**src/rtl/joy_db15_responder.sv**
```systemverilog
// DB15 adapter side of the UserIO serial joystick link: latches two button vectors
// on JOY_LOAD and shifts them out active-low, one bit per filtered JOY_CLK rise.

module joy_db15_filt #(
    parameter int FILTER = 3
) (
    input  logic clk,
    input  logic reset_n,
    input  logic din,
    output logic lvl
);
    localparam int CW = (FILTER < 2) ? 1 : $clog2(FILTER);

    logic [1:0]    sync;
    logic [CW-1:0] cnt;

    // Level moves only after FILTER consecutive samples disagree with it.
    always_ff @(posedge clk or negedge reset_n) begin
        if (!reset_n) begin
            sync <= 2'b11;
            cnt  <= '0;
            lvl  <= 1'b1;
        end else begin
            sync <= {sync[0], din};
            if (sync[1] == lvl) begin
                cnt <= '0;
            end else if (cnt == CW'(FILTER - 1)) begin
                lvl <= sync[1];
                cnt <= '0;
            end else begin
                cnt <= cnt + 1'b1;
            end
        end
    end
endmodule

module joy_db15_responder #(
    parameter int NBITS   = 12,
    parameter int FILTER  = 3,
    parameter int TIMEOUT = 4096
) (
    input  logic             clk,
    input  logic             reset_n,
    input  logic [NBITS-1:0] joy1_in,
    input  logic [NBITS-1:0] joy2_in,
    input  logic             JOY_LOAD,
    input  logic             JOY_CLK,
    output logic             JOY_DATA,
    output logic             frame_done,
    output logic             active,
    output logic [4:0]       bit_idx
);
    localparam int FLEN = 2 * NBITS;
    localparam int TW   = $clog2(TIMEOUT + 1);

    typedef enum logic [1:0] {IDLE, LOAD, SHIFT, DONE} state_t;

    logic [1:0]      pins, lvl;
    logic            clk_prev;
    state_t          state_q, state_n;
    logic [FLEN-1:0] sreg_q, sreg_n, frame;
    logic [4:0]      idx_q, idx_n;
    logic [TW-1:0]   tmo_q, tmo_n;
    logic            done_q, done_n, act_q;
    logic            load_lo, clk_rise;

    assign pins = {JOY_CLK, JOY_LOAD};

    genvar g;
    generate
        for (g = 0; g < 2; g++) begin : g_filt
            joy_db15_filt #(.FILTER(FILTER)) u_filt (
                .clk    (clk),
                .reset_n(reset_n),
                .din    (pins[g]),
                .lvl    (lvl[g])
            );
        end
    endgenerate

    assign frame    = {~joy2_in, ~joy1_in};
    assign load_lo  = ~lvl[0];
    assign clk_rise = lvl[1] & ~clk_prev;

    // The line is the LSB of the shift register; 1-fill makes it idle high after the frame.
    always_comb begin
        state_n = state_q;
        sreg_n  = sreg_q;
        idx_n   = idx_q;
        tmo_n   = tmo_q;
        done_n  = 1'b0;
        unique case (state_q)
            IDLE: begin
                sreg_n = '1;
                idx_n  = '0;
                if (load_lo) begin
                    state_n = LOAD;
                    sreg_n  = frame;
                end
            end
            LOAD: begin
                sreg_n = frame;
                idx_n  = '0;
                tmo_n  = '0;
                if (!load_lo) state_n = SHIFT;
            end
            SHIFT: begin
                if (load_lo) begin
                    state_n = LOAD;
                    sreg_n  = frame;
                    idx_n   = '0;
                end else if (clk_rise) begin
                    sreg_n = {1'b1, sreg_q[FLEN-1:1]};
                    idx_n  = idx_q + 1'b1;
                    tmo_n  = '0;
                    if (idx_q == 5'(FLEN - 1)) begin
                        state_n = DONE;
                        sreg_n  = '1;
                        done_n  = 1'b1;
                    end
                end else if (tmo_q == TW'(TIMEOUT - 1)) begin
                    state_n = IDLE;
                    sreg_n  = '1;
                    idx_n   = '0;
                end else begin
                    tmo_n = tmo_q + 1'b1;
                end
            end
            DONE: begin
                if (load_lo) begin
                    state_n = LOAD;
                    sreg_n  = frame;
                end else begin
                    state_n = IDLE;
                    sreg_n  = '1;
                end
                idx_n = '0;
            end
            default: state_n = IDLE;
        endcase
    end

    always_ff @(posedge clk or negedge reset_n) begin
        if (!reset_n) begin
            state_q  <= IDLE;
            sreg_q   <= '1;
            idx_q    <= '0;
            tmo_q    <= '0;
            done_q   <= 1'b0;
            act_q    <= 1'b0;
            clk_prev <= 1'b1;
        end else begin
            state_q  <= state_n;
            sreg_q   <= sreg_n;
            idx_q    <= idx_n;
            tmo_q    <= tmo_n;
            done_q   <= done_n;
            act_q    <= (state_n == LOAD) || (state_n == SHIFT);
            clk_prev <= lvl[1];
        end
    end

    assign JOY_DATA   = sreg_q[0];
    assign frame_done = done_q;
    assign active     = act_q;
    assign bit_idx    = idx_q;
endmodule
```
**config.mk**
```make
export PLATFORM = sky130hd
export DESIGN_NAME = joy_db15_responder
export DESIGN_NICKNAME = d
export VERILOG_FILES = /design/src/rtl/joy_db15_responder.sv
export SDC_FILE = /design/constraint.sdc
export NUM_CORES = 1
export LEC_CHECK = 0
export CORE_MARGIN = 5
export CORE_UTILIZATION = 40
export DETAILED_ROUTE_END_ITERATION = 6
export PLACE_DENSITY = 0.61
export SLEW_MARGIN = 20
export SYNTH_ARGS = -nofsm -noshare
export SYNTH_HDL_FRONTEND = slang
export SYNTH_SLANG_ARGS = --single-unit
```
**constraint.sdc**
```tcl
create_clock -name clk -period 4.9 [get_ports clk]
set_input_delay 0.735 -clock clk [delete_from_list [all_inputs] [get_ports clk]]
set_output_delay 0.735 -clock clk [all_outputs]
set_load 0.1 [all_outputs]
```
==> flow_metrics.py, run 1 <==
metrics = {
    "die": {
        "initial_core_util": 0.415,
        "io_pins": 36,
        "rows": 30,
        "die-area_mm2": 0.00887,
        "coreArea_mm2": 0.00683,
        "die_y_um": 94.2,
        "die_w_um": 94.2,
    },
    "drt": {
        "firstDrtPassIters": 4,
        "drc_errors": 0,
        "vias": 2263,
        "via_per_inst": 5.31,
        "drt_wl_total_mm": 6.08,
        "first_iter_violations": 101,
        "antenna_left": 0,
        "routedWlPerCell_um": 14.3,
    },
    "critical_path": {
        "slowest_stage": "nand2b_1",
        "crit_required_ns": 5.16,
        "cp_data_arrival_time_ns": 3.10,
        "worstSetupStartpointType": "register",
        "worstSetupPathType": "register to register",
        "cp-end-kind": "register",
        "ff2ff_path_depth": 7,
        "path_cells": "inv_1, ha_1, nand2b_1, nor2_1, nand3_1, o21ai_0, o21ai_1",
        "critPathMaxStageDelay_ns": 0.61,
        "cp_max_fo": 25,
    },
    "job": {
        "maxCapViolations": 0,
    },
    "power": {
        "p_clk_frac": 0.251,
        "power.density_mw_per_mm2": 590,
        "p_sw_frac": 0.362,
        "power_leakage_nw": 1.37,
        "power_frac_seq": 0.387,
        "combPwrFrac": 0.362,
        "power.switching_w": 0.000751,
        "peakVddDrop_uv": 342,
        "power.internal_w": 0.00132,
    },
    "cts": {
        "cts_resized": 0,
        "cts_setup_buffers": 0,
        "root_buffer": "clkbuf_8",
        "clock-sinks": 57,
        "numCtsBuffers": 9,
        "worstSkewPairLatency_ns": 0.34,
        "htreeDepth": 3,
        "path_clk_slew_ns": 0.06,
        "cts_hold_buffers": 0,
        "cts_buffer_depth": 2,
        "tritoncts": "built",
    },
    "place": {
        "placed_area_mm2": 0.00326,
        "hpwl_mm": 3.97,
        "io_buffers": 35,
        "dp_slack_ns": 2.05,
        "gp_congestion": 0.780,
    },
    "grt": {
        "grt_pass1_vias": 2260,
        "grt_pass1_wl_mm": 10.6,
        "antenna_found_initial": 0,
        "grt_max_degree": 58,
        "overflow": 0,
        "grt.total_usage": 0.153,
    },
    "layout": {
        "register_area_mm2": 0.00147,
        "multiInputGateArea_mm2": 0.00129,
        "postLayoutCoreUtil": 0.514,
        "antennaDiodeCount": 0,
        "fillers": 668,
        "area_growth_pct": 23.8,
        "fin_area_mm2": 0.00351,
        "drive_above_1_share": 0.203,
        "final_common_cell": "o21ai_0",
        "final_cell_mix": "o21ai_0 (40), nand2_1 (38), clkdlybuf4s50_1 (34)",
        "final_nets": 359,
    },
    "hold_path": {
        "hold_depth": 0,
        "hold_class": "register to register",
    },
    "timing": {
        "period_minus_slack_ns": 2.84,
        "finalHoldViolCount": 0,
        "fin_tns_setup_ns": 0,
        "timing.hold.ws_ns": 0.357,
        "relSlewSlack": 0.343,
        "setup_viol": 0,
        "final_max_slew_viol_count": 0,
        "max_freq_mhz": 352,
        "fin_crit_sh": 0.579,
        "rsz0062_at_grt": "false",
        "fin_ws_ns": 2.06,
        "worstMarginPinSlew_ns": 0.982,
        "finClkSkew_ns": 0.00787,
    },
    "synth": {
        "syn-cell-area_mm2": 0.00284,
        "syn_inst": 291,
        "yosys.cell_types.count": 54,
        "ys_seq_area_frac": 0.517,
        "ys_ff_latch": 57,
        "ys_warn_count": 0,
        "synth_nets": 325,
        "ys.flop_type": "dfstp_2",
        "syn_area_per_cell_um2": 9.74,
        "async_reset_ff_frac": 1.00,
        "synth_edf_count": 0,
    },
    "outcome": {
        "outcome": "finished, final reports clean",
    },
}
[cell type report]
cell class / count / share of cell area
Tap cell: 96 / 0.0342
Clock buffer: 12 / 0.0474
Clock inverter: 4 / 0.0203
Multi-Input combinational cell: 213 / 0.367
Timing Repair Buffer: 39 / 0.108
Inverter: 5 / 0.00535
Sequential cell: 57 / 0.417
[critical path, delay by kind of cell (launching register included)]
family,cells,cell delay [ns]
compound gates,2,0.54
fa+ha+maj,1,0.28
buf+inv,1,0.11
flops,1,0.43
simple gates,3,1.40
[stage by stage]
step,cells,power (W)
floorplan,291,0.00137
global placement,409,0.00155
detailed placement,409,0.00156
CTS,425,0.00210
global route,426,0.00224
finish,426,0.00207
[power by group through the flow]
stage	clock [W]	sequential [W]	combinational [W]
2_1_floorplan	0	0.000842	0.000530
3_3_place_gp	0	0.000807	0.000740
3_5_place_dp	0	0.000806	0.000758
4_1_cts	0.000538	0.000803	0.000758
5_1_grt	0.000561	0.000831	0.000851
6_report	0.000520	0.000802	0.000751
[registers in the layout (all words and copies together), names as in the netlist]
register	count
bit_idx	5
clk_prev	1
g_filt.u_filt.cnt	4
g_filt.u_filt.sync	4
state_q	2
sreg_q	24
g_filt.u_filt.lvl	2
tmo_q	13
frame_done	1
active	1
[layer usage]
layer / GRT usage / wire length [µm]
met2: 0.222 / 2760
met1: 0.205 / 2950
met4: 0.0794 / 102
met3: 0.0441 / 275
met5: 0 / 0
[worst paths after layout]
check	from	slack [ns]	to
worst min register to register	g_filt[1].u_filt.sync[0]$_DFF_PN1_	0.36	g_filt[1].u_filt.sync[1]$_DFF_PN1_
max in group asynchronous	reset_n	3.90	bit_idx[2]$_DFFE_PN0P_
worst max-delay path	state_q[1]$_DFF_PN0_	2.06	sreg_q[2]$_DFFE_PN1P_
worst max register to register	state_q[1]$_DFF_PN0_	2.06	sreg_q[2]$_DFFE_PN1P_
worst min-delay path	g_filt[1].u_filt.sync[0]$_DFF_PN1_	0.36	g_filt[1].u_filt.sync[1]$_DFF_PN1_
min in group asynchronous	reset_n	0.52	tmo_q[0]$_DFFE_PN0P_
[cell usage after synthesis (4+ instances only)]
cell | n | area (µm²)
o21ai_0 | 40 | 200
nand2_1 | 38 | 143
dfstp_2 | 31 | 815
a21oi_1 | 27 | 135
dfrtp_1 | 26 | 651
o21ai_1 | 13 | 65.1
nor2_1 | 11 | 41.3
clkbuf_1 | 10 | 37.5
nand3_1 | 8 | 40.0
buf_2 | 6 | 30.0
ha_1 | 6 | 75.1
inv_1 | 5 | 18.8
nor2b_1 | 5 | 31.3
a22o_1 | 4 | 35.0
nor3_1 | 4 | 20.0
o22ai_1 | 4 | 25.0
[cell families (layout without fill, tap and decap cells)]
kind of cell    Yosys count  after routing  share of synthesized area
fa+ha+maj                 6              6                     0.0265
flops                    57             57                      0.517
buf+inv                  21             60                     0.0305
compound gates          109            109                      0.230
simple gates             88             88                      0.162
xor+xnor                  5              5                     0.0154
mux                       5              5                     0.0190
Power figures use the tool's default switching activity.
==> run 2: changes to the inputs <==
--- a/config.mk
+++ b/config.mk
@@ -8,7 +8,7 @@
 export CORE_MARGIN = 5
 export CORE_UTILIZATION = 40
 export DETAILED_ROUTE_END_ITERATION = 6
-export PLACE_DENSITY = 0.61
+export PLACE_DENSITY = 0.63
 export SLEW_MARGIN = 20
 export SYNTH_ARGS = -nofsm -noshare
 export SYNTH_HDL_FRONTEND = slang
==> constraint.sdc (replaced) <==
create_clock -name clk -period 2.4 [get_ports clk]
set_input_delay 0.36 -clock clk [delete_from_list [all_inputs] [get_ports clk]]
set_output_delay 0.36 -clock clk [all_outputs]
set_load 0.1 [all_outputs]
==> run 2 against run 1 <==
Via count shrank 1.8%; highest routed layer unchanged; clock-buffer cell count unchanged; critical path depth decreased by 1.
==> flow_metrics.py, run 2 (synthesized netlist as in run 1, its figures left out) <==
metrics = {
    "outcome": {
        "outcome": "finished, final reports clean",
    },
    "power": {
        "power.density_mw_per_mm2": 1140,
        "power_frac_seq": 0.415,
        "p_sw_frac": 0.383,
        "power.switching_w": 0.00151,
        "p_clk_frac": 0.190,
        "power_leakage_nw": 1.37,
        "peakVddDrop_uv": 752,
        "combPwrFrac": 0.395,
        "power.internal_w": 0.00244,
    },
    "timing": {
        "final_max_slew_viol_count": 0,
        "max_freq_mhz": 514,
        "relSlewSlack": 0.689,
        "setup_viol": 0,
        "finalHoldViolCount": 0,
        "rsz0062_at_grt": "false",
        "timing.hold.ws_ns": 0.356,
        "worstMarginPinSlew_ns": 0.462,
        "fin_tns_setup_ns": 0,
        "period_minus_slack_ns": 1.94,
        "fin_crit_sh": 0.810,
        "finClkSkew_ns": 0.0134,
    },
    "drt": {
        "vias": 2222,
        "firstDrtPassIters": 4,
        "drc_errors": 0,
        "via_per_inst": 5.18,
        "routedWlPerCell_um": 14.0,
        "first_iter_violations": 151,
        "drt_wl_total_mm": 6.00,
        "antenna_left": 0,
    },
    "place": {
        "io_buffers": 35,
        "hpwl_mm": 4.15,
        "gp_congestion": 0.772,
    },
    "layout": {
        "final_common_cell": "o21ai_0",
        "antennaDiodeCount": 0,
        "fillers": 653,
        "drive_above_1_share": 0.228,
        "largest_register": "sreg_q",
        "final_cell_mix": "o21ai_0 (40), nand2_1 (38), dfstp_2 (31)",
        "area_growth_pct": 21.9,
        "final_nets": 363,
        "largest_reg_flops": 24,
    },
    "critical_path": {
        "cp-end-kind": "register",
        "crit_required_ns": 2.61,
        "cp_data_arrival_time_ns": 2.16,
        "cp_max_fo": 9,
        "worstSetupStartpointType": "register",
        "worstSetupPathType": "register to register",
    },
    "die": {
        "rows": 30,
        "die_y_um": 94.2,
        "io_pins": 36,
        "coreArea_mm2": 0.00683,
        "die-area_mm2": 0.00887,
        "initial_core_util": 0.415,
        "die_w_um": 94.2,
    },
    "cts": {
        "root_buffer": "clkbuf_8",
        "worstSkewPairLatency_ns": 0.33,
        "clock-sinks": 57,
        "htreeDepth": 3,
        "cts_setup_buffers": 0,
        "path_clk_slew_ns": 0.06,
        "tritoncts": "built",
        "cts_buffer_depth": 2,
        "numCtsBuffers": 9,
    },
    "grt": {
        "grt_max_degree": 51,
        "grt_pass1_vias": 2178,
        "overflow": 0,
        "grt.total_usage": 0.149,
        "antenna_found_initial": 0,
        "grt_pass1_wl_mm": 10.3,
    },
    "job": {
        "maxCapViolations": 0,
    },
    "hold_path": {
        "hold_class": "register to register",
    },
}
==> run 2: layer usage <==
layer / GRT usage / vias up / routed length [µm]
met4: 0.0842 / 0 / 138
met2: 0.216 / 47 / 2600
met5: 0 / - / 0
li1: - / 1123 / -
met3: 0.0337 / 12 / 224
met1: 0.205 / 1040 / 3040
==> run 2: repair_timing <==
action / 4_1_cts / 5_1_grt
endpoints found under the hold margin: 14 / 0
hold buffers: 1 / 0
gates resized for setup: 0 / 0
==> run 2: metrics by stage <==
step	instances	total power (W)	utilization	setup slack (ns)	instance area [µm²]
global placement	413	0.00317	0.481	0.526	3280
finish	429	0.00395	0.506	0.456	3460
detailed placement	413	0.00321	0.481	0.464	3280
global route	429	0.00427	0.506	0.275	3460
CTS	429	0.00399	0.506	0.452	3460
floorplan	291	0.00280	-	0.227	2840
==> run 2: area by class of cell <==
cell class	count	area [µm²]	share of cell area
multi-input cells	213	1290	0.373
clock buffers	12	145	0.0420
well taps	96	120	0.0347
inverters	5	18.8	0.00543
clock inverters	3	17.5	0.00507
flip-flops and latches	57	1470	0.424
repair buffers	43	400	0.116
==> run 2: critical path: stages (launching register included) <==
cell,delay (ns)
dfrtp_1,0.41
inv_1,0.11
ha_1,0.34
nand2_1,0.21
a21oi_2,0.31
nor2_1,0.14
mux2_2,0.30
==> run 2: path summary, 6_finish.rpt <==
| path | startpoint | to | slack, ns | cells past startpoint |
|---|---|---|---|---|
| worst max-delay path | state_q[0]$_DFF_PN0_ | tmo_q[0]$_DFFE_PN0P_ | 0.46 | 6 |
| worst max register to register | state_q[0]$_DFF_PN0_ | tmo_q[0]$_DFFE_PN0P_ | 0.46 | 6 |
| max in group asynchronous | reset_n | g_filt[0].u_filt.sync[0]$_DFF_PN1_ | 1.23 | 3 |
| worst min register to register | g_filt[1].u_filt.sync[0]$_DFF_PN1_ | g_filt[1].u_filt.sync[1]$_DFF_PN1_ | 0.36 | 0 |
| min in group asynchronous | reset_n | bit_idx[2]$_DFFE_PN0P_ | 0.49 | 2 |
| worst min-delay path | g_filt[1].u_filt.sync[0]$_DFF_PN1_ | g_filt[1].u_filt.sync[1]$_DFF_PN1_ | 0.36 | 0 |
==> run 2: power by group through the flow <==
stage | clock network (W) | logic (W) | registers [W]
3_3_place_gp | 0 | 0.00153 | 0.00164
3_5_place_dp | 0 | 0.00156 | 0.00165
6_report | 0.000749 | 0.00156 | 0.00164
5_1_grt | 0.000824 | 0.00176 | 0.00169
4_1_cts | 0.000781 | 0.00157 | 0.00164
2_1_floorplan | 0 | 0.00108 | 0.00172
==> run 3: changes to the inputs <==
--- a/config.mk
+++ b/config.mk
@@ -8,7 +8,7 @@
 export CORE_MARGIN = 5
 export CORE_UTILIZATION = 40
 export DETAILED_ROUTE_END_ITERATION = 6
-export PLACE_DENSITY = 0.63
+export PLACE_DENSITY = 0.61
 export SLEW_MARGIN = 20
 export SYNTH_ARGS = -nofsm -noshare
 export SYNTH_HDL_FRONTEND = slang
==> constraint.sdc (replaced) <==
create_clock -name clk -period 1.8 [get_ports clk]
set_input_delay 0.27 -clock clk [delete_from_list [all_inputs] [get_ports clk]]
set_output_delay 0.27 -clock clk [all_outputs]
set_load 0.1 [all_outputs]
==> run 3 against run 2 <==
Worst hold slack worse by 0.017 ns; critical endpoint unchanged; sequential share of layout area is 5.4 points lower; routed wire length is 11% higher; clock-buffer cell count is 1 lower; largest power group is now combinational cells; sequential power is 30% higher.
==> flow_metrics.py, run 3 (synthesized netlist as in run 1, its figures left out) <==
metrics = {
    "outcome": {
        "outcome": "finished, final reports clean",
    },
    "grt": {
        "grt_pass1_vias": 2315,
        "antenna_found_initial": 0,
        "grt.total_usage": 0.155,
        "grt_pass1_wl_mm": 10.8,
        "grt_max_degree": 38,
        "overflow": 0,
    },
    "power": {
        "power.internal_w": 0.00377,
        "power_frac_seq": 0.361,
        "power_leakage_nw": 1.60,
        "power.switching_w": 0.00215,
        "p_clk_frac": 0.206,
        "p_sw_frac": 0.363,
        "peakVddDrop_uv": 731,
        "power.density_mw_per_mm2": 1480,
        "combPwrFrac": 0.434,
    },
    "layout": {
        "fillers": 612,
        "antennaDiodeCount": 0,
        "largest_reg_flops": 24,
        "fin_cells": 463,
        "final_nets": 396,
        "largest_register": "sreg_q",
        "final_cell_mix": "nand2_1 (36), o21ai_0 (36), buf_4 (33)",
        "area_growth_pct": 40.7,
        "postLayoutCoreUtil": 0.584,
        "drive_above_1_share": 0.343,
    },
    "critical_path": {
        "path_cells": "nand4_1, nor4_2, buf_4, nor3_4, buf_12, buf_12, mux2_2",
        "critPathMaxStageDelay_ns": 0.42,
        "path_common_cell": "buf_12",
        "slowest_stage": "dfrtp_1",
        "cp-end-kind": "register",
        "r2r_slack_ns": 0.03,
        "worstSetupStartpointType": "register",
        "cp_max_fo": 12,
        "r2r_end": "tmo_q[0]$_DFFE_PN0P_",
        "r2r_start": "tmo_q[4]$_DFFE_PN0P_",
        "worstSetupStartpoint": "tmo_q[4]$_DFFE_PN0P_",
        "ff2ff_path_depth": 7,
        "worstSetupPathType": "register to register",
        "crit_end": "tmo_q[0]$_DFFE_PN0P_",
        "crit_required_ns": 2.02,
        "cp_data_arrival_time_ns": 1.98,
    },
    "cts": {
        "tritoncts": "built",
        "root_buffer": "clkbuf_8",
        "clock-sinks": 57,
        "cts_buffer_depth": 2,
        "numCtsBuffers": 9,
        "worstSkewPairLatency_ns": 0.34,
        "htreeDepth": 3,
        "path_clk_slew_ns": 0.07,
    },
    "place": {
        "dp_slack_ns": 0.0414,
        "placedCellCount": 434,
        "io_buffers": 35,
        "hpwl_mm": 4.49,
        "gp_congestion": 0.843,
    },
    "timing": {
        "finClkSkew_ns": 0.0108,
        "fin_crit_sh": 0.982,
        "fin_ws_ns": 0.0324,
        "final_max_slew_viol_count": 0,
        "worstMarginPinSlew_ns": 0.574,
        "finalHoldViolCount": 0,
        "period_minus_slack_ns": 1.77,
        "setup_viol": 0,
        "relSlewSlack": 0.617,
        "max_freq_mhz": 566,
    },
    "job": {
        "maxCapViolations": 0,
    },
    "drt": {
        "routedWlPerCell_um": 14.4,
        "antenna_left": 0,
        "via_per_inst": 5.16,
        "vias": 2390,
        "firstDrtPassIters": 5,
        "drt_wl_total_mm": 6.68,
        "drc_errors": 0,
        "first_iter_violations": 130,
    },
    "die": {
        "die_w_um": 94.2,
        "die-area_mm2": 0.00887,
        "initial_core_util": 0.415,
        "coreArea_mm2": 0.00683,
        "io_pins": 36,
        "rows": 30,
        "die_y_um": 94.2,
    },
    "hold_path": {
        "hold_class": "input pin to register",
    },
}
==> run 3: final cells by class <==
| cell class | count | area, µm² | area share |
|---|---|---|---|
| Clock buffer | 11 | 151 | 0.0379 |
| Timing Repair Buffer | 76 | 825 | 0.207 |
| Multi-Input combinational cell | 213 | 1350 | 0.337 |
| Clock inverter | 5 | 53.8 | 0.0135 |
| Sequential cell | 57 | 1480 | 0.370 |
| Inverter | 5 | 18.8 | 0.00470 |
| Tap cell | 96 | 120 | 0.0301 |
==> run 3: power groups by stage <==
stage | clock network (W) | logic [W] | registers, W
finish | 0.00122 | 0.00257 | 0.00213
global route | 0.00133 | 0.00284 | 0.00219
CTS | 0.00126 | 0.00243 | 0.00213
detailed placement | 0 | 0.00242 | 0.00215
global placement | 0 | 0.00238 | 0.00213
floorplan | 0 | 0.00144 | 0.00229
==> run 3: how the worst min path moves through the flow <==
stage / startpoint / to / slack [ns] / depth (start not counted)
3_3_place_gp: reset_n / g_filt[1].u_filt.cnt[1]$_DFF_PN0_ / 0.30 / 1
6_report: JOY_LOAD / g_filt[0].u_filt.sync[0]$_DFF_PN1_ / 0.34 / 1
3_5_place_dp: reset_n / g_filt[1].u_filt.cnt[0]$_DFF_PN0_ / 0.30 / 1
4_1_cts: JOY_LOAD / g_filt[0].u_filt.sync[0]$_DFF_PN1_ / 0.32 / 1
2_1_floorplan: reset_n / active$_DFF_PN0_ / -0.03 / 0
5_1_grt: JOY_LOAD / g_filt[0].u_filt.sync[0]$_DFF_PN1_ / 0.31 / 1
==> run 3: metal layers <==
metal  track usage  vias up  wire length (µm)
met5             0        -                 0
met4        0.0505        0                63
met3        0.0513        6               313
met2         0.244       48              3270
met1         0.202     1151              3040
li1              -     1185                 -
==> run 3: worst max-delay path: cells and delay by family, from the launching register on <==
family                 cells  cell delay [ns]
DFF                        1             0.42
muxes                      1             0.25
buffers and inverters      3             0.45
and+or+nand+nor            3             0.53
==> run 3: stage by stage <==
step                total power [W]  setup TNS, ns  area (µm²)  hold WS [ns]
floorplan                   0.00374        -0.0160        2860       -0.0256
global placement            0.00451              0        3590         0.298
detailed placement          0.00457              0        3590         0.305
CTS                         0.00582              0        3810         0.321
global route                0.00636         -0.215        3990         0.309
finish                      0.00592              0        3990         0.339
==> run 3: repair_timing <==
action / CTS / global route
gates resized for setup: 0 / 17
hold endpoints to repair: 11 / 0
setup endpoints to repair: 0 / 40
hold buffers: 1 / 0
buffers inserted: 0 / 10
